[config.mk]
export PLATFORM = sky130hd
export DESIGN_NAME = bp_be_fpu_aux_wb_queue
export DESIGN_NICKNAME = d
export VERILOG_FILES = /design/src/rtl/bp_be_pkg.sv /design/src/rtl/bp_be_fp_shadow_chain.sv /design/src/rtl/bsg_mem_1r1w.sv /design/src/rtl/bp_be_fpu_aux_wb_queue.sv
export SDC_FILE = /design/constraint.sdc
export NUM_CORES = 1
export LEC_CHECK = 0
export CORE_ASPECT_RATIO = 1.75
export CORE_MARGIN = 2
export CORE_UTILIZATION = 55
export DETAILED_ROUTE_END_ITERATION = 10
export PLACE_DENSITY = 0.8
export SLEW_MARGIN = 20
export SYNTH_ARGS = -nofsm -noshare
export SYNTH_HDL_FRONTEND = slang
export SYNTH_SLANG_ARGS = --single-unit
export TNS_END_PERCENT = 10
[constraint.sdc]
create_clock -name clk_i -period 9.2 [get_ports clk_i]
set_input_delay 2.3 -clock clk_i [delete_from_list [all_inputs] [get_ports clk_i]]
set_output_delay 2.3 -clock clk_i [all_outputs]
set_load 0.05 [all_outputs]
[src/rtl/bp_be_pkg.sv]
// Shared backend FP types: writeback entry, shadow tag, fflags and precision.
package bp_be_pkg;

    localparam int reg_addr_width_gp = 5;

    typedef struct packed {
        logic nv;
        logic dz;
        logic of;
        logic uf;
        logic nx;
    } rv64_fflags_s;

    typedef enum logic {
        e_pr_single = 1'b0,
        e_pr_double = 1'b1
    } bp_be_fp_pr_e;

    typedef struct packed {
        logic [reg_addr_width_gp-1:0] rd;
        logic [63:0]                  data;
        rv64_fflags_s                 eflags;
    } bp_be_fp_wb_entry_s;

    typedef struct packed {
        logic                         v;
        logic [reg_addr_width_gp-1:0] rd;
        bp_be_fp_pr_e                 opr;
    } bp_be_fp_shadow_s;

    // Pointer width that stays legal for a single-entry structure.
    function automatic int bp_be_safe_clog2(input int n);
        return (n > 1) ? $clog2(n) : 1;
    endfunction

endpackage

[src/rtl/bp_be_fp_shadow_chain.sv]
// Valid/tag delay line matching a fixed-latency datapath; clear drops all valids.
module bp_be_fp_shadow_chain #(
    parameter int stages_p = 1,
    parameter int width_p  = 1
) (
    input  logic               clk_i,
    input  logic               reset_i,
    input  logic               clear_i,
    input  logic               v_i,
    input  logic [width_p-1:0] tag_i,
    output logic               v_o,
    output logic [width_p-1:0] tag_o
);

    logic [stages_p:1]              vld_pipe;
    logic [stages_p:1][width_p-1:0] tag_pipe;

    // Tags need no reset: they are only observed alongside a set valid.
    always_ff @(posedge clk_i) begin
        if (reset_i | clear_i) begin
            vld_pipe <= '0;
        end else begin
            vld_pipe[1] <= v_i;
            for (int i = 2; i <= stages_p; i++)
                vld_pipe[i] <= vld_pipe[i-1];
        end
        tag_pipe[1] <= tag_i;
        for (int i = 2; i <= stages_p; i++)
            tag_pipe[i] <= tag_pipe[i-1];
    end

    assign v_o   = vld_pipe[stages_p];
    assign tag_o = tag_pipe[stages_p];

endmodule

[src/rtl/bsg_mem_1r1w.sv]
// One write port, one asynchronous read port register-file storage.
module bsg_mem_1r1w
    import bp_be_pkg::*;
#(
    parameter int width_p = 8,
    parameter int els_p   = 4,
    parameter int addr_width_lp = bp_be_safe_clog2(els_p)
) (
    input  logic                     w_clk_i,
    input  logic                     w_v_i,
    input  logic [addr_width_lp-1:0] w_addr_i,
    input  logic [width_p-1:0]       w_data_i,
    input  logic [addr_width_lp-1:0] r_addr_i,
    output logic [width_p-1:0]       r_data_o
);

    logic [width_p-1:0] mem [els_p];

    always_ff @(posedge w_clk_i) begin
        if (w_v_i)
            mem[w_addr_i] <= w_data_i;
    end

    assign r_data_o = mem[r_addr_i];

endmodule

[src/rtl/bp_be_fpu_aux_wb_queue.sv]
// Writeback queue behind the fixed-latency aux FPU pipe: shadow tags, credit
// flow control, in-order result queue and sticky fflags accumulation.
module bp_be_fpu_aux_wb_queue
    import bp_be_pkg::*;
#(
    parameter int latency_p        = 2,
    parameter int depth_p          = 4,
    parameter int reg_addr_width_p = reg_addr_width_gp
) (
    input  logic                        clk_i,
    input  logic                        reset_i,
    input  logic                        issue_v_i,
    input  logic [reg_addr_width_p-1:0] issue_rd_i,
    input  bp_be_fp_pr_e                issue_opr_i,
    output logic                        issue_ready_o,
    input  logic                        flush_i,
    input  logic [63:0]                 result_i,
    input  rv64_fflags_s                eflags_i,
    output logic                        wb_v_o,
    output logic [reg_addr_width_p-1:0] wb_rd_o,
    output logic [63:0]                 wb_data_o,
    output rv64_fflags_s                wb_eflags_o,
    input  logic                        wb_yumi_i,
    input  logic                        fflags_clr_i,
    output rv64_fflags_s                fflags_o
);

    localparam int ptr_w = bp_be_safe_clog2(depth_p);
    localparam int cnt_w = $clog2(depth_p + 1);
    localparam int tag_w = $bits(bp_be_fp_shadow_s) - 1;
    localparam int ent_w = $bits(bp_be_fp_wb_entry_s);

    bp_be_fp_shadow_s   shadow_in, shadow_out;
    logic               shadow_v;
    logic [tag_w-1:0]   shadow_tag;
    bp_be_fp_wb_entry_s wr_entry, head;
    logic [ent_w-1:0]   head_raw;

    logic [cnt_w-1:0] cnt, qcnt;
    logic [ptr_w-1:0] wptr, rptr;
    logic             issue_fire, enq, deq;

    assign shadow_in = '{v: issue_v_i & ~flush_i, rd: issue_rd_i, opr: issue_opr_i};

    bp_be_fp_shadow_chain #(
        .stages_p(latency_p - 1),
        .width_p (tag_w)
    ) chain (
        .clk_i  (clk_i),
        .reset_i(reset_i),
        .clear_i(flush_i),
        .v_i    (shadow_in.v),
        .tag_i  ({shadow_in.rd, shadow_in.opr}),
        .v_o    (shadow_v),
        .tag_o  (shadow_tag)
    );

    assign shadow_out = bp_be_fp_shadow_s'({shadow_v, shadow_tag});

    // Credits cover in-flight plus queued ops, so enqueue never needs backpressure.
    assign issue_ready_o = (cnt < cnt_w'(depth_p));
    assign issue_fire    = issue_v_i & issue_ready_o;
    assign enq           = shadow_out.v & ~flush_i;
    assign deq           = wb_yumi_i & ~flush_i;

    always_ff @(posedge clk_i) begin
        if (reset_i | flush_i) begin
            cnt  <= '0;
            qcnt <= '0;
            wptr <= '0;
            rptr <= '0;
        end else begin
            cnt  <= cnt + cnt_w'(issue_fire) - cnt_w'(wb_yumi_i);
            qcnt <= qcnt + cnt_w'(enq) - cnt_w'(deq);
            if (enq)
                wptr <= (wptr == ptr_w'(depth_p - 1)) ? '0 : wptr + ptr_w'(1);
            if (deq)
                rptr <= (rptr == ptr_w'(depth_p - 1)) ? '0 : rptr + ptr_w'(1);
        end
    end

    assign wr_entry = '{rd: shadow_out.rd, data: result_i, eflags: eflags_i};

    bsg_mem_1r1w #(
        .width_p(ent_w),
        .els_p  (depth_p)
    ) mem (
        .w_clk_i (clk_i),
        .w_v_i   (enq),
        .w_addr_i(wptr),
        .w_data_i(wr_entry),
        .r_addr_i(rptr),
        .r_data_o(head_raw)
    );

    assign head        = bp_be_fp_wb_entry_s'(head_raw);
    assign wb_v_o      = (qcnt != '0);
    assign wb_rd_o     = head.rd;
    assign wb_data_o   = head.data;
    assign wb_eflags_o = head.eflags;

    always_ff @(posedge clk_i) begin
        if (reset_i)
            fflags_o <= '0;
        else if (fflags_clr_i)
            fflags_o <= deq ? wb_eflags_o : '0;
        else if (deq)
            fflags_o <= rv64_fflags_s'(fflags_o | wb_eflags_o);
    end

`ifndef SYNTHESIS
    a_latency: assert property (@(posedge clk_i) latency_p >= 2);
    a_issue:   assert property (@(posedge clk_i) disable iff (reset_i) issue_v_i |-> issue_ready_o);
    a_yumi:    assert property (@(posedge clk_i) disable iff (reset_i) wb_yumi_i |-> wb_v_o);
    a_full:    assert property (@(posedge clk_i) disable iff (reset_i)
                                enq |-> (qcnt != cnt_w'(depth_p)) || deq);
    a_nanbox:  assert property (@(posedge clk_i) disable iff (reset_i)
                                (enq && shadow_out.opr == e_pr_single) |-> (result_i[63:32] == 32'hffff_ffff));
`endif

endmodule

==> flow_summary.ini, run 1 <==
[clock_tree]
clockBufferDepth = 3
clk_latency_ns = 0.52
clkSinkCount = 319
cts_tree = yes
cts_setup_buffers = 0
cts.clk_slew.worst_paths_ns = 0.07
root_buffer = clkbuf_16
hold_buffers = 0
post_cts_resized = 0
cts_buffers = 26
h-tree-depth = 1

[sta]
fin_skew_ns = 0.00923
setup_viol = 0
final_hold_viol_count = 0
tightest_slew_ns = 0.870
layout_setup_ws_ns = 3.38
rsz0062_at_grt = false
slew-limit-headroom_pct = 42.0
drv_slew = 0
finalCritPeriodShare_pct = 63.2
fmax_mhz = 172
min_period_ns = 5.82
tns_ns = 0

[worst_setup_path]
r2r_setup_slack_ns = 7.18
rr_startpoint = chain.v_o
critPathArrivalTime_ns = 3.52
crit_path_max_incr_delay_ns = 0.79
critPathKind = reg -> out
critPathSlowestCell = dfxtp_4
worstPathCellList = buf_4, mux4_2, clkdlybuf4s50_1
critPathRequiredTime_ns = 6.90
cp_max_fo = 42
reg2regPathDepth = 3
r2r_end = mem.mem[2][66]
critical-path-top-delay-family = buffers and inverters
cp_num_buf_inv = 2
crit_path_start_kind = flop
end_kind = output port
worst-path-stages = 3

[cells_and_area]
drive_gt1_share_pct = 19.4
fillers = 1307
final_common_cell = edfxtp_1
finish.instance_area_sq_um = 14500
final_cells = 930
syn_to_final_growth_pct = 24.1
layout_common_cells = 296 x edfxtp_1, 160 x clkdlybuf4s50_1, 69 x mux4_2
num-nets-final = 750

[global_routing]
antenna_found_initial = 1
grt_pass1_wl_um = 32400
grt_remaining_overflow = 0
grt_max_degree = 80
grt_pass1_vias = 5948
track_usage_pct = 19.1

[die]
core-area_sq_um = 20800
die_area_sq_um = 22400
start_util_pct = 56.0
rows = 70
fp.dieW_um = 114
die_y_um = 197
pin_count = 162

[power]
power_mw = 2.88
power_density_nw_per_um2 = 199
irDropWorstVdd_uv = 182
leakage_nw = 4.56

[route]
vias = 5355
wl_per_cell_um = 22.8
drt_wl_total_um = 21200
drc = 0
first_pass_iters = 4
drt_iter0_drc = 291
vias_per_cell = 5.76
antenna_left = 0

[placed_design]
dp_hpwl_um = 12500
port_buffers = 160
placedCellCount = 879
place_area_sq_um = 13500
place.gp.congestion = 0.731
pre_cts_ws_ns = 3.81

[synthesis]
synthCells = 483
synth-seq-cells = 319
synth_cell_types = 24
syn_nets = 574
synth_area_sq_um = 11700
yosys_warnings = 0
avgSynthCellArea_sq_um = 24.2
ys_seq_area_share_pct = 80.1

[worst_hold_path]
hold_start = chain.tag_o[1]
min_path_cells = 0
holdPathEnd = mem.mem[1][69]
hold_class = reg -> reg

[flow_run]
maxCapViolCount = 0

[status]
status = finished clean
## worst max path at each step
stage,startpoint,endpoint,slack (ns)
final,flop,wb_data_o[14],3.38
after global routing,flop,wb_data_o[14],3.12
after CTS,flop,wb_data_o[6],3.23
after detailed placement,flop,wb_data_o[6],3.81
after global placement,flop,wb_data_o[6],3.86
after floorplan,flush_i,mem.mem[0][0],4.54
## stage by stage
step                      utilization (%)  hold WS, ns
after floorplan                         -        0.438
after global placement               64.8        0.448
after detailed placement             64.8        0.475
after CTS                            68.9        0.487
after global routing                 69.4        0.501
final                                69.4        0.481
## logic make-up after synthesis
family	after synthesis	share of synthesized area, %
buffers and inverters	25	1.06
flip-flops	319	80.1
XOR/XNOR	3	0.483
AND/OR/NAND/NOR	32	1.82
AO/OA/AOI/OAI	8	0.504
multiplexers	86	14.8
adder cells (fa/ha/maj)	10	1.20
## per-layer routing
| metal | track usage, % | vias up | wire length, um |
|---|---|---|---|
| li1 | - | 2381 | - |
| met1 | 23.1 | 2780 | 7740 |
| met2 | 33.9 | 156 | 11700 |
| met3 | 3.51 | 38 | 1030 |
| met4 | 7.36 | 0 | 670 |
| met5 | 0 | - | 0 |
## flip-flops by register name, indices dropped and copies added, names as in the netlist, named ones only
| name | count |
|---|---|
| rptr | 2 |
| chain.v_o | 1 |
| cnt | 3 |
| fflags_o | 5 |
| wptr | 2 |
| chain.tag_o | 5 |
| qcnt | 3 |
| mem.mem | 296 |
## layout make-up
type                    instances  area (sq um)  area share (%)
multi-input cells             139          2200            15.2
clock buffers                  29           683            4.72
repair buffers                166          1720            11.9
diodes                          1          2.50          0.0173
clock inverters                17           165            1.14
inverters                       7          26.3           0.182
well taps                     252           315            2.18
flip-flops and latches        319          9360            64.6
## report_power, final
part | switching, mW | internal (mW)
combinational | 0.107 | 0.0884
clock | 0.468 | 0.618
sequential | 0.00848 | 1.59
## synthesized netlist by cell type, drive strengths merged
master	instances	area, sq um
edfxtp	296	8890
mux4	69	1550
dfxtp	23	460
mux2i	17	170
buf	12	75.1
and2	9	56.3
ha	8	100
or3b	8	70.1
inv	7	26.3
nor2	7	26.3
clkbuf	6	22.5
o221ai	5	43.8
a21oi	3	15.0
fa	2	40.0
nand2b	2	12.5
xor3	2	47.6
nand2	1	3.75
nor2b	1	6.26
or2	1	6.26
or3	1	6.26
or4b	1	13.8
or4bb	1	11.3
xnor2	1	8.76
(Power assumes the default switching activity.)
==> run 2: changes to the inputs <==
CORE_UTILIZATION = 54   (was 55)
PLACE_DENSITY = 0.79   (was 0.8)
clock period = 5.5 ns   (was 9.2 ns; I/O delays follow)
==> run 2 against run 1 <==
Effect of this change:
- first-iteration DRC count down 10%
- cell area about the same
- non-clock buffer count increased by 2
- die area is 1.8% higher
- utilization down 1.5 points
- critical path depth unchanged
- hold slack gained 0.0055 ns
- final cell count is 0.75% higher
- clock skew is 0.0012 ns higher
- register-to-register slack worse by 3.7 ns
- routed wire length decreased by 0.38%
- combinational power increased by 68%
- critical endpoint is now wb_data_o[19]
- largest power group unchanged
==> flow_summary.ini, run 2 (synthesis results as in run 1) <==
[status]
status = finished clean

[clock_tree]
cts.clk_slew.worst_paths_ns = 0.07
root_buffer = clkbuf_16
post_cts_resized = 0
h-tree-depth = 1
clockBufferDepth = 3
cts_setup_buffers = 0
hold_buffers = 0
cts_tree = yes
clkSinkCount = 319
clk_latency_ns = 0.52
cts_buffers = 26

[sta]
tns_ns = 0
tightest_slew_ns = 0.954
fmax_mhz = 225
drv_slew = 0
setup_viol = 0
min_period_ns = 4.44
final_hold_viol_count = 0
layout_setup_ws_ns = 1.06
fin_skew_ns = 0.0105
slew-limit-headroom_pct = 36.4
rsz0062_at_grt = false
finalCritPeriodShare_pct = 80.8

[cells_and_area]
drive_gt1_share_pct = 19.2
syn_to_final_growth_pct = 24.2
final_common_cell = edfxtp_1
fillers = 1378
regMostFlops = mem.mem
finish.instance_area_sq_um = 14500
largest_register_ffs = 296
num-nets-final = 752
layout_common_cells = 296 x edfxtp_1, 160 x clkdlybuf4s50_1, 69 x mux4_2

[die]
die_area_sq_um = 22800
rows = 71
start_util_pct = 54.7
core-area_sq_um = 21300
pin_count = 162
fp.dieW_um = 115
die_y_um = 198

[route]
wl_per_cell_um = 22.5
vias_per_cell = 5.73
first_pass_iters = 7
drc = 0
drt_iter0_drc = 262
drt_wl_total_um = 21100
vias = 5372
antenna_left = 0

[worst_setup_path]
crit_path_start_kind = flop
critPathKind = reg -> out
rr_startpoint = chain.v_o
critPathRequiredTime_ns = 4.12
end_kind = output port
critPathArrivalTime_ns = 3.07
cp_max_fo = 61

[placed_design]
place.gp.congestion = 0.728
pre_cts_ws_ns = 1.34
dp_hpwl_um = 12800
port_buffers = 160
place_area_sq_um = 13600

[global_routing]
grt_pass1_wl_um = 32200
grt_pass1_vias = 5868
antenna_found_initial = 1
grt_remaining_overflow = 0
grt_max_degree = 75
track_usage_pct = 18.7

[power]
power_density_nw_per_um2 = 329
leakage_nw = 4.57
internal-power_mw = 3.79
combPwrFrac_pct = 6.9
sequentialPowerShare_pct = 56.3
switchingPower_mw = 0.967
switching_share_pct = 20.3
irDropWorstVdd_uv = 329
pwr-share-clk_pct = 36.7

[flow_run]
maxCapViolCount = 0

[worst_hold_path]
hold_class = reg -> reg
hold_start = chain.tag_o[1]
-- run 2: cell count changes in the layout (fill, tap and decap cells not counted) --
cell        before  now
buf_6            1    0
clkinv_4         0    1
buf_12           1    5
clkbuf_1         2    6
bufinv_16        3    1
clkinvlp_4       4    1
buf_16           3    2
clkbuf_8         0    2
-- run 2: worst max-delay path, cell delays in order, from the launching register on --
cell and delay (ns):
dfxtp_4 0.99, buf_4 0.44, mux4_2 0.38, clkdlybuf4s50_1 0.75
-- run 2: final cells by class --
class | count | area [sq um] | area share [%]
Clock inverter | 13 | 91.3 | 0.630
Multi-Input combinational cell | 139 | 2200 | 15.2
Antenna cell | 1 | 2.50 | 0.0173
Tap cell | 255 | 319 | 2.20
Inverter | 7 | 26.3 | 0.181
Clock buffer | 35 | 726 | 5.01
Sequential cell | 319 | 9360 | 64.6
Timing Repair Buffer | 168 | 1760 | 12.2
-- run 2: path summary, 6_finish.rpt --
path | end | slack, ns | cells past startpoint
worst min register to register | mem.mem[2][69] | 0.49 | 0
worst min-delay path | mem.mem[2][69] | 0.49 | 0
worst max-delay path | wb_data_o[19] | 1.06 | 3
worst max register to register | mem.mem[2][54] | 3.45 | 3
-- run 2: layer usage --
layer	vias to the layer above	track usage [%]	part of all wire, %
met3	27	3.44	4.7
met5	-	0	0
met2	154	34.7	57
li1	2375	-	-
met1	2816	21.8	36
met4	0	5.53	2.0
-- run 2: power by group through the flow --
stage	logic [mW]	clock network [mW]	registers [mW]
after floorplan	0.181	0	2.73
after CTS	0.324	1.79	2.69
after detailed placement	0.322	0	2.74
after global routing	0.346	1.87	2.68
final	0.329	1.75	2.68
after global placement	0.311	0	2.74
-- run 2: metrics by stage --
stage / power (mW) / hold WS [ns] / utilization, % / instances
floorplan: 2.91 / 0.438 / - / 483
global placement: 3.05 / 0.448 / 63.5 / 882
detailed placement: 3.06 / 0.468 / 63.8 / 885
CTS: 4.80 / 0.495 / 67.6 / 933
global route: 4.90 / 0.514 / 68.0 / 937
finish: 4.76 / 0.487 / 68.0 / 937
==> run 3: changes to the inputs <==
CORE_UTILIZATION = 49   (was 54)
PLACE_DENSITY = 0.76   (was 0.79)
clock period = 3.85 ns   (was 5.5 ns; I/O delays follow)
==> run 3 against run 2 <==
Effect of this change:
- worst setup slack worse by 0.91 ns
- combinational power is 45% higher
- critical path depth stayed put
==> flow_summary.ini, run 3 (synthesis results as in run 1) <==
[sta]
tightest_slew_ns = 0.608
drv_slew = 0
min_period_ns = 3.71
slew-limit-headroom_pct = 59.3
final_hold_viol_count = 0
finalCritPeriodShare_pct = 96.3
tns_ns = 0
setup_viol = 0
fin_skew_ns = 0.00986
fmax_mhz = 270

[route]
drc = 0
drt_wl_total_um = 22500
drt_iter0_drc = 277
first_pass_iters = 5
antenna_left = 0
vias = 5385
wl_per_cell_um = 22.5
vias_per_cell = 5.39

[worst_setup_path]
critical-path-top-delay-family = buffers and inverters
cp_max_fo = 16
critPathRequiredTime_ns = 2.89
critPathArrivalTime_ns = 2.75
end_kind = output port
crit_path_start_kind = flop
cp_num_buf_inv = 2
critPathKind = reg -> out
worstPathCellList = buf_4, mux4_2, clkdlybuf4s50_1
critPathSlowestCell = clkdlybuf4s50_1
crit_path_max_incr_delay_ns = 0.71

[clock_tree]
cts_buffers = 27
clk_latency_ns = 0.53
clkSinkCount = 319
clockBufferDepth = 3
cts_tree = yes
h-tree-depth = 1
root_buffer = clkbuf_16
cts.clk_slew.worst_paths_ns = 0.07

[power]
power_mw = 7.21
leakage_nw = 4.76
power_density_nw_per_um2 = 488
irDropWorstVdd_uv = 445

[global_routing]
grt_pass1_wl_um = 34200
grt_remaining_overflow = 0
grt_pass1_vias = 6028
antenna_found_initial = 5
grt_max_degree = 35
track_usage_pct = 18.3

[cells_and_area]
drive_gt1_share_pct = 21.5
layout_common_cells = 296 x edfxtp_1, 151 x clkdlybuf4s50_1, 69 x mux4_2
largest_register_ffs = 296
regMostFlops = mem.mem
final_common_cell = edfxtp_1
syn_to_final_growth_pct = 26.8
num-nets-final = 763

[status]
status = finished clean

[worst_hold_path]
hold_class = reg -> reg

[die]
fp.dieW_um = 121
die_y_um = 208
pin_count = 162
rows = 74
core-area_sq_um = 23300
start_util_pct = 50.0
die_area_sq_um = 25100

[placed_design]
dp_hpwl_um = 14100
place.gp.congestion = 0.731
port_buffers = 160

[flow_run]
maxCapViolCount = 0
[run 3: cell count changes in the layout (fill, tap and decap cells not counted), moves of 3 or more]
cell | previous run | this run
dlymetal6s2s_1 | 0 | 9
clkdlybuf4s50_1 | 160 | 151
bufinv_16 | 1 | 6
clkinvlp_4 | 1 | 4
diode_2 | 1 | 4
clkbuf_1 | 6 | 0
buf_4 | 1 | 11
[run 3: worst paths after layout]
| kind | cells past startpoint | start | to | slack (ns) |
|---|---|---|---|---|
| worst max-delay path | 3 | flop | wb_data_o[17] | 0.14 |
| worst min-delay path | 0 | chain.tag_o[5] | mem.mem[3][73] | 0.48 |
| worst max register to register | 3 | chain.v_o | mem.mem[3][20] | 1.90 |
| worst min register to register | 0 | chain.tag_o[5] | mem.mem[3][73] | 0.48 |
[run 3: area by class of cell]
cell class,count,area [sq um]
diodes,4,10.0
clock buffers,30,717
clock inverters,19,255
fillers,1574,8540
inverters,7,26.3
multi-input cells,139,2200
flip-flops and latches,319,9360
well taps,304,380
repair buffers,178,1850
[run 3: where the power goes]
| part | switching, mW | leakage, nW | internal (mW) |
|---|---|---|---|
| combinational | 0.261 | 1.44 | 0.215 |
| sequential | 0.0174 | 2.86 | 3.81 |
| clock | 1.17 | 0.468 | 1.74 |
| total | 1.44 | 4.76 | 5.77 |
[run 3: per-stage QoR]
step,instance area [sq um],setup slack (ns),hold WS [ns],util [%],instances
2_1_floorplan,11700,0.527,0.438,-,483
3_3_place_gp,13800,0.642,0.450,59.1,947
3_5_place_dp,13800,0.608,0.464,59.1,947
4_1_cts,14800,0.0158,0.478,63.3,996
5_1_grt,14800,-0.0000442,0.499,63.4,999
6_report,14800,0.141,0.477,63.4,1000
[run 3: worst reg2reg max path: stages, from the launching register on]
cell	delay [ns]
dfxtp_1	0.45
nor2b_1	0.31
and2_4	0.44
buf_4	0.39
[run 3: timing repair]
| item | 4_1_cts | 5_1_grt |
|---|---|---|
| gates resized for setup | 0 | 9 |
| hold buffers | 0 | 0 |
| endpoints found under the hold margin | 0 | 0 |
| setup endpoints to repair | 0 | 9 |
| buffers inserted | 0 | 0 |
[run 3: layer usage]
layer  wire length (um)  vias to the layer above  global-route usage [%]
li1                   -                     2399                       -
met1               8050                     2801                    20.7
met2              12700                      142                    33.7
met3               1000                       41                    3.26
met4                722                        2                    7.22
met5                 14                        -                       0
